**src/rtl/usart_tx_arbiter.sv**
```systemverilog
// -----------------------------------------------------------------------------
// usart_tx_arbiter
//
// Shares one usart_tx byte channel between NUM_REQ requesters. Arbitration is
// round-robin at message granularity. A granted requester keeps the channel
// until it transfers a byte flagged last, or until it stalls (valid low) for
// TIMEOUT_CYCLES cycles. A TIMEOUT_CYCLES value of 0 disables the timeout.
//
// Optional feature: define USART_ARB_TAG_EN to emit a channel tag byte
// (TAG_BASE + owner index) ahead of every message, so the receiving host can
// demultiplex the interleaved messages.
//
// Ports:
//   serial_clock  in   block clock, same domain as usart_tx
//   reset         in   asynchronous, active-high reset
//   req_data      in   NUM_REQ bytes; requester i at [i*DATA_BITS +: DATA_BITS]
//   req_valid     in   requester i has a byte
//   req_last      in   requester i's current byte ends its message
//   req_ready     out  requester i's byte is accepted this cycle
//   tx_data       out  byte to usart_tx
//   tx_valid      out  tx_data is valid
//   tx_ready      in   usart_tx accepts the byte
//   grant         out  one-hot channel owner, 0 when idle
//   busy          out  channel owned
//   timeout       out  one-cycle pulse when a grant is revoked by the timeout
// -----------------------------------------------------------------------------
module usart_tx_arbiter #(
  parameter int                   NUM_REQ        = 4,
  parameter int                   DATA_BITS      = 8,
  parameter int                   TIMEOUT_CYCLES = 4095,
  parameter logic [DATA_BITS-1:0] TAG_BASE       = 8'hF0
) (
  input  logic                           serial_clock,
  input  logic                           reset,
  input  logic [NUM_REQ*DATA_BITS-1:0]   req_data,
  input  logic [NUM_REQ-1:0]             req_valid,
  input  logic [NUM_REQ-1:0]             req_last,
  output logic [NUM_REQ-1:0]             req_ready,
  output logic [DATA_BITS-1:0]           tx_data,
  output logic                           tx_valid,
  input  logic                           tx_ready,
  output logic [NUM_REQ-1:0]             grant,
  output logic                           busy,
  output logic                           timeout
);

  localparam int         PTR_W       = $clog2(NUM_REQ);
  localparam logic [11:0] TIMEOUT_LIM = 12'(TIMEOUT_CYCLES);

  // TAG is only entered when the tag feature is compiled in; without it the
  // state is unreachable and its logic is trimmed away.
  typedef enum logic [1:0] {
    IDLE = 2'd0,
    PASS = 2'd1,
    TAG  = 2'd2
  } state_t;

  state_t             state, state_next;
  logic [NUM_REQ-1:0] grant_next;
  logic [PTR_W-1:0]   owner, owner_next;   // index of the granted requester
  logic [PTR_W-1:0]   ptr, ptr_next;       // last requester served
  logic [11:0]        stall_cnt, stall_next;
  logic               timeout_next;

  logic               pick_found;
  logic [PTR_W-1:0]   pick_idx;
  logic [PTR_W-1:0]   cand_idx;

  // Round-robin scan starting one past the last served requester.
  always_comb begin
    pick_found = 1'b0;
    pick_idx   = ptr;
    cand_idx   = ptr;
    for (int k = 1; k <= NUM_REQ; k++) begin
      cand_idx = PTR_W'((int'(ptr) + k) % NUM_REQ);
      if (!pick_found && req_valid[cand_idx]) begin
        pick_found = 1'b1;
        pick_idx   = cand_idx;
      end
    end
  end

  // NOTE: every output and next-state variable is given a default before the
  // case statement, so no path through the block leaves one unassigned and
  // no latch is inferred.
  always_comb begin
    state_next   = state;
    grant_next   = grant;
    owner_next   = owner;
    ptr_next     = ptr;
    stall_next   = stall_cnt;
    timeout_next = 1'b0;
    tx_data      = '0;
    tx_valid     = 1'b0;
    req_ready    = '0;

    case (state)
      IDLE: begin
        if (pick_found) begin
          grant_next           = '0;
          grant_next[pick_idx] = 1'b1;
          owner_next           = pick_idx;
          stall_next           = '0;
`ifdef USART_ARB_TAG_EN
          state_next           = TAG;
`else
          state_next           = PASS;
`endif
        end
      end

      TAG: begin
        // Tag byte is generated here; requesters see no ready, and the stall
        // counter is held.
        tx_data  = TAG_BASE + DATA_BITS'(owner);
        tx_valid = 1'b1;
        if (tx_ready) state_next = PASS;
      end

      PASS: begin
        tx_data          = req_data[int'(owner)*DATA_BITS +: DATA_BITS];
        tx_valid         = req_valid[owner];
        req_ready[owner] = tx_ready;
        if (req_valid[owner] && tx_ready) begin
          stall_next = '0;
          if (req_last[owner]) begin
            ptr_next   = owner;
            grant_next = '0;
            state_next = IDLE;
          end
        end else if (!req_valid[owner]) begin
          // Only an absent byte counts as a stall; backpressure from
          // usart_tx never revokes the grant.
          stall_next = stall_cnt + 12'd1;
          if ((TIMEOUT_LIM != 12'd0) && (stall_next == TIMEOUT_LIM)) begin
            timeout_next = 1'b1;
            ptr_next     = owner;
            grant_next   = '0;
            state_next   = IDLE;
          end
        end
      end

      default: begin
        grant_next = '0;
        state_next = IDLE;
      end
    endcase
  end

  // NOTE: state registers use non-blocking assignments so every register
  // samples the pre-edge values, independent of statement order.
  always_ff @(posedge serial_clock or posedge reset) begin
    if (reset) begin
      state     <= IDLE;
      grant     <= '0;
      owner     <= '0;
      ptr       <= PTR_W'(NUM_REQ - 1);
      stall_cnt <= '0;
      timeout   <= 1'b0;
    end else begin
      state     <= state_next;
      grant     <= grant_next;
      owner     <= owner_next;
      ptr       <= ptr_next;
      stall_cnt <= stall_next;
      timeout   <= timeout_next;
    end
  end

  assign busy = |grant;

endmodule
```
**config.mk**
```make
export PLATFORM = sky130hd
export DESIGN_NAME = usart_tx_arbiter
export DESIGN_NICKNAME = d
export VERILOG_FILES = /design/src/rtl/usart_tx_arbiter.sv
export SDC_FILE = /design/constraint.sdc
export NUM_CORES = 1
export LEC_CHECK = 0
export CORE_MARGIN = 4
export CORE_UTILIZATION = 48
export DETAILED_ROUTE_END_ITERATION = 8
export GPL_TIMING_DRIVEN = 0
export PLACE_DENSITY = 0.95
export SYNTH_ARGS = -nofsm -noshare
export SYNTH_HDL_FRONTEND = slang
export SYNTH_SLANG_ARGS = --single-unit
```
**constraint.sdc**
```tcl
create_clock -name serial_clock -period 6.2 [get_ports serial_clock]
set_input_delay 1.24 -clock serial_clock [delete_from_list [all_inputs] [get_ports serial_clock]]
set_output_delay 1.24 -clock serial_clock [all_outputs]
set_load 0.03 [all_outputs]
```
==> results_dict.tcl <==
set metrics [dict create \
    cts.sinks 22 \
    fmax_mhz 228 \
    min_delay_path_depth 1 \
    grt_pass1_vias 1692 \
    ys_types 38 \
    cp_slowest_cell "clkdlybuf4s50_1" \
    final_area_sq_um 2430 \
    hold_path_end "stall_cnt[11]" \
    fin_tns_setup_ns 0 \
    place_ws_ns 1.82 \
    std_cell_rows 21 \
    wirelength_mm 4.97 \
    cp_top_family "buffers and inverters" \
    netlist_area_sq_um 1710 \
    drt-pass1-iter-count 4 \
    async_flop_share_pct 100 \
    period_share_pct 70.8 \
    finalSetupViolations 0 \
    worstHoldStart "stall_cnt[11]" \
    r2r_slack_ns 3.79 \
    cpPeakStageDelay_ns 0.60 \
    cp.arrival_ns 3.15 \
    port_buffers 61 \
    core-area_sq_um 3390 \
    via_per_inst 5.96 \
    start_util_pct 50.5 \
    max_slew_margin_pct 41.2 \
    outcome "finished clean" \
    power.switching_mw 0.396 \
    final_util_pct 71.8 \
    fp.dieW_microns 67.7 \
    seq_area_frac_synth_pct 32.3 \
    final_max_slew_viol_count 0 \
    cap_violations 0 \
    p_seq_share_pct 23.1 \
    critPathBufInv 3 \
    yosysWarnings 0 \
    cts_tree "yes" \
    grt_usage_pct 23.6 \
    dpl_cell_area_sq_um 2380 \
    grt_use_met3_pct 1.83 \
    die_h_microns 67.7 \
    dieArea_sq_um 4590 \
    route.vias.total 1799 \
    swShare_pct 45.1 \
    clk_latency_ns 0.31 \
    pwr-share-comb_pct 64.1 \
    routedWlPerCell_microns 16.5 \
    pwr-share-clk_pct 12.8 \
    grt_antenna_before_repair 0 \
    cts_resized 0 \
    grt_overflow_total 0 \
    synth-seq-cells 22 \
    gp_congestion 0.880 \
    leakage_nw 0.924 \
    cts-buffers-inserted 3 \
    drtAntennaViolNets 0 \
    area.growth.synth_to_final_pct 42.1 \
    grt-busiest-layer "met2" \
    worst_clock_skew_ns 0.00208 \
    grt_max_degree 23 \
    post-cts-setup-buffer-count 0 \
    drt_iter0_drc 129 \
    drc 0 \
    finalCriticalPeriod_ns 4.39 \
    hold_violations 0 \
    hp-class "flip-flop to flip-flop" \
    diodes 0 \
    rsz0062_at_grt "no" \
    worstPathMaxFanout 5 \
    critical_path_required_ns 4.96 \
    cts.htree.levels 1 \
    start_kind "primary input" \
    setup_ws_ns 1.81 \
    r2r_end "ptr[0]" \
    avgSynthCellArea_sq_um 8.97 \
    final_layout_size_suffix_gt1_share_pct 8.59 \
    power_mw 0.877 \
    nets 303 \
    clockBufferDepth 2 \
    synth_edf_count 0 \
    clk_pin_slew_worst_paths_ns 0.13 \
    power.density_nw_per_um2 360 \
    syn_nets 237 \
    crit_chain "clkdlybuf4s50_1, mux4_2, inv_1, nor2_1, clkdlybuf4s50_1" \
    worstMarginPinSlew_ns 0.872 \
    synth_cells 191 \
    synthFlopType "dfrtp_1" \
    postCtsHoldBufs 0 \
    end_kind "output pin" \
    power.internal_mw 0.481 \
    grt_util_met1_pct 32.9 \
    hpwlAfterDp_mm 3.89 \
    ir_drop_mv 0.318 \
    r2r-start "stall_cnt[1]" \
    io_pins 62 \
    crit_type "primary input to output pin" \
    met2_usage_pct 38.2 \
    cts-root-buf "clkbuf_4" \
    crit_top_cell "clkdlybuf4s50_1" \
    reg2reg_depth 7 \
    grt_first_pass_wirelength_mm 8.22 \
]
[worst reg2reg max path: stages (launching register included)]
cell and delay, ns:
dfrtp_1 0.53, ha_1 0.23, nand4_1 0.16, nor3_1 0.35
xor2_1 0.21, o211ai_1 0.24, or4_1 0.56, nand3_1 0.09
[cells in the mapped netlist, types with 3 or more instances]
master,number,area [sq um]
dfrtp_1,20,500
o21ai_0,19,95.1
nor2_1,14,52.6
nand2_1,13,48.8
nand3_1,13,65.1
and2_1,10,62.6
clkbuf_1,10,37.5
mux4_2,10,225
inv_1,9,33.8
nand2b_1,8,50.1
nor3_1,8,40.0
nand4_1,6,37.5
a21oi_1,5,25.0
and3_1,4,25.0
o211ai_1,4,30.0
o41ai_1,4,35.0
xor2_1,4,35.0
ha_1,3,37.5
o31ai_1,3,22.5
or4_1,3,22.5
[metrics by stage]
step / instances / hold slack (ns)
after floorplan: 191 / 0.445
after global placement: 298 / 0.479
after detailed placement: 298 / 0.506
after CTS: 302 / 0.532
after global routing: 302 / 0.552
final: 302 / 0.538
[cells in the final DEF (no fill, tap or decap), types with 2 or more instances in the layout]
master           Yosys  layout
a21oi_1              5       5
nand2b_1             8       8
nand3_1             13      13
o31ai_1              3       3
or4_1                3       3
nor2_1              14      14
clkbuf_4             0       3
dfstp_2              2       2
nand4_1              6       6
nor3_1               8       8
o21a_1               2       2
clkdlybuf4s50_1      0      61
and2_1              10      10
nand2_1             13      13
a222oi_1             2       2
o21ai_0             19      19
o41ai_1              4       4
and3_1               4       4
inv_1                9       9
xor2_1               4       4
clkbuf_1            10      10
dfrtp_1             20      20
o211ai_1             4       4
ha_1                 3       3
mux4_2              10      10
[final cells by class]
type                            instances  area (sq um)
Clock inverter                          1          30.0
Sequential cell                        22           553
Inverter                                9          33.8
Fill cell                             243           956
Buffer                                 12          47.5
Timing Repair Buffer                   61           611
Clock buffer                            3          22.5
Tap cell                               46          57.6
Multi-Input combinational cell        148          1080
[routing by layer]
layer	share of wire, %	vias to the layer above	routed length, microns
met3	5.6	15	276
met5	0	-	0
met2	50	80	2480
met4	2.9	0	142
li1	-	848	-
met1	42	856	2070
[kinds of logic after synthesis]
kind of cell | share of synthesized area, %
buffers and inverters | 4.75
adder cells (fa/ha/maj) | 2.19
multiplexers | 13.1
flip-flops | 32.3
AND/OR/NAND/NOR | 25.3
XOR/XNOR | 2.56
AO/OA/AOI/OAI | 19.7
[sequential cells by signal, indices dropped and copies added, names as in the netlist]
signal	cells
grant	4
owner	2
ptr	2
stall_cnt	12
state	1
timeout	1
[worst max path at each step]
stage	start	endpoint	cells past startpoint	slack, ns
final	req_valid[1]	tx_valid	5	1.81
after floorplan	tx_ready	req_ready[0]	2	2.93
after detailed placement	req_valid[3]	tx_valid	5	1.82
after global routing	req_valid[1]	tx_valid	5	1.73
after CTS	req_valid[1]	tx_valid	5	1.82
after global placement	req_valid[3]	tx_valid	5	1.84
[power by group through the flow]
stage / combinational [mW] / clock [mW] / sequential [mW]
final: 0.561 / 0.112 / 0.203
after global routing: 0.602 / 0.120 / 0.208
after CTS: 0.561 / 0.114 / 0.202
after detailed placement: 0.557 / 0 / 0.204
after global placement: 0.544 / 0 / 0.204
after floorplan: 0.340 / 0 / 0.223
Note: power is estimated with default switching activity, not from simulation.
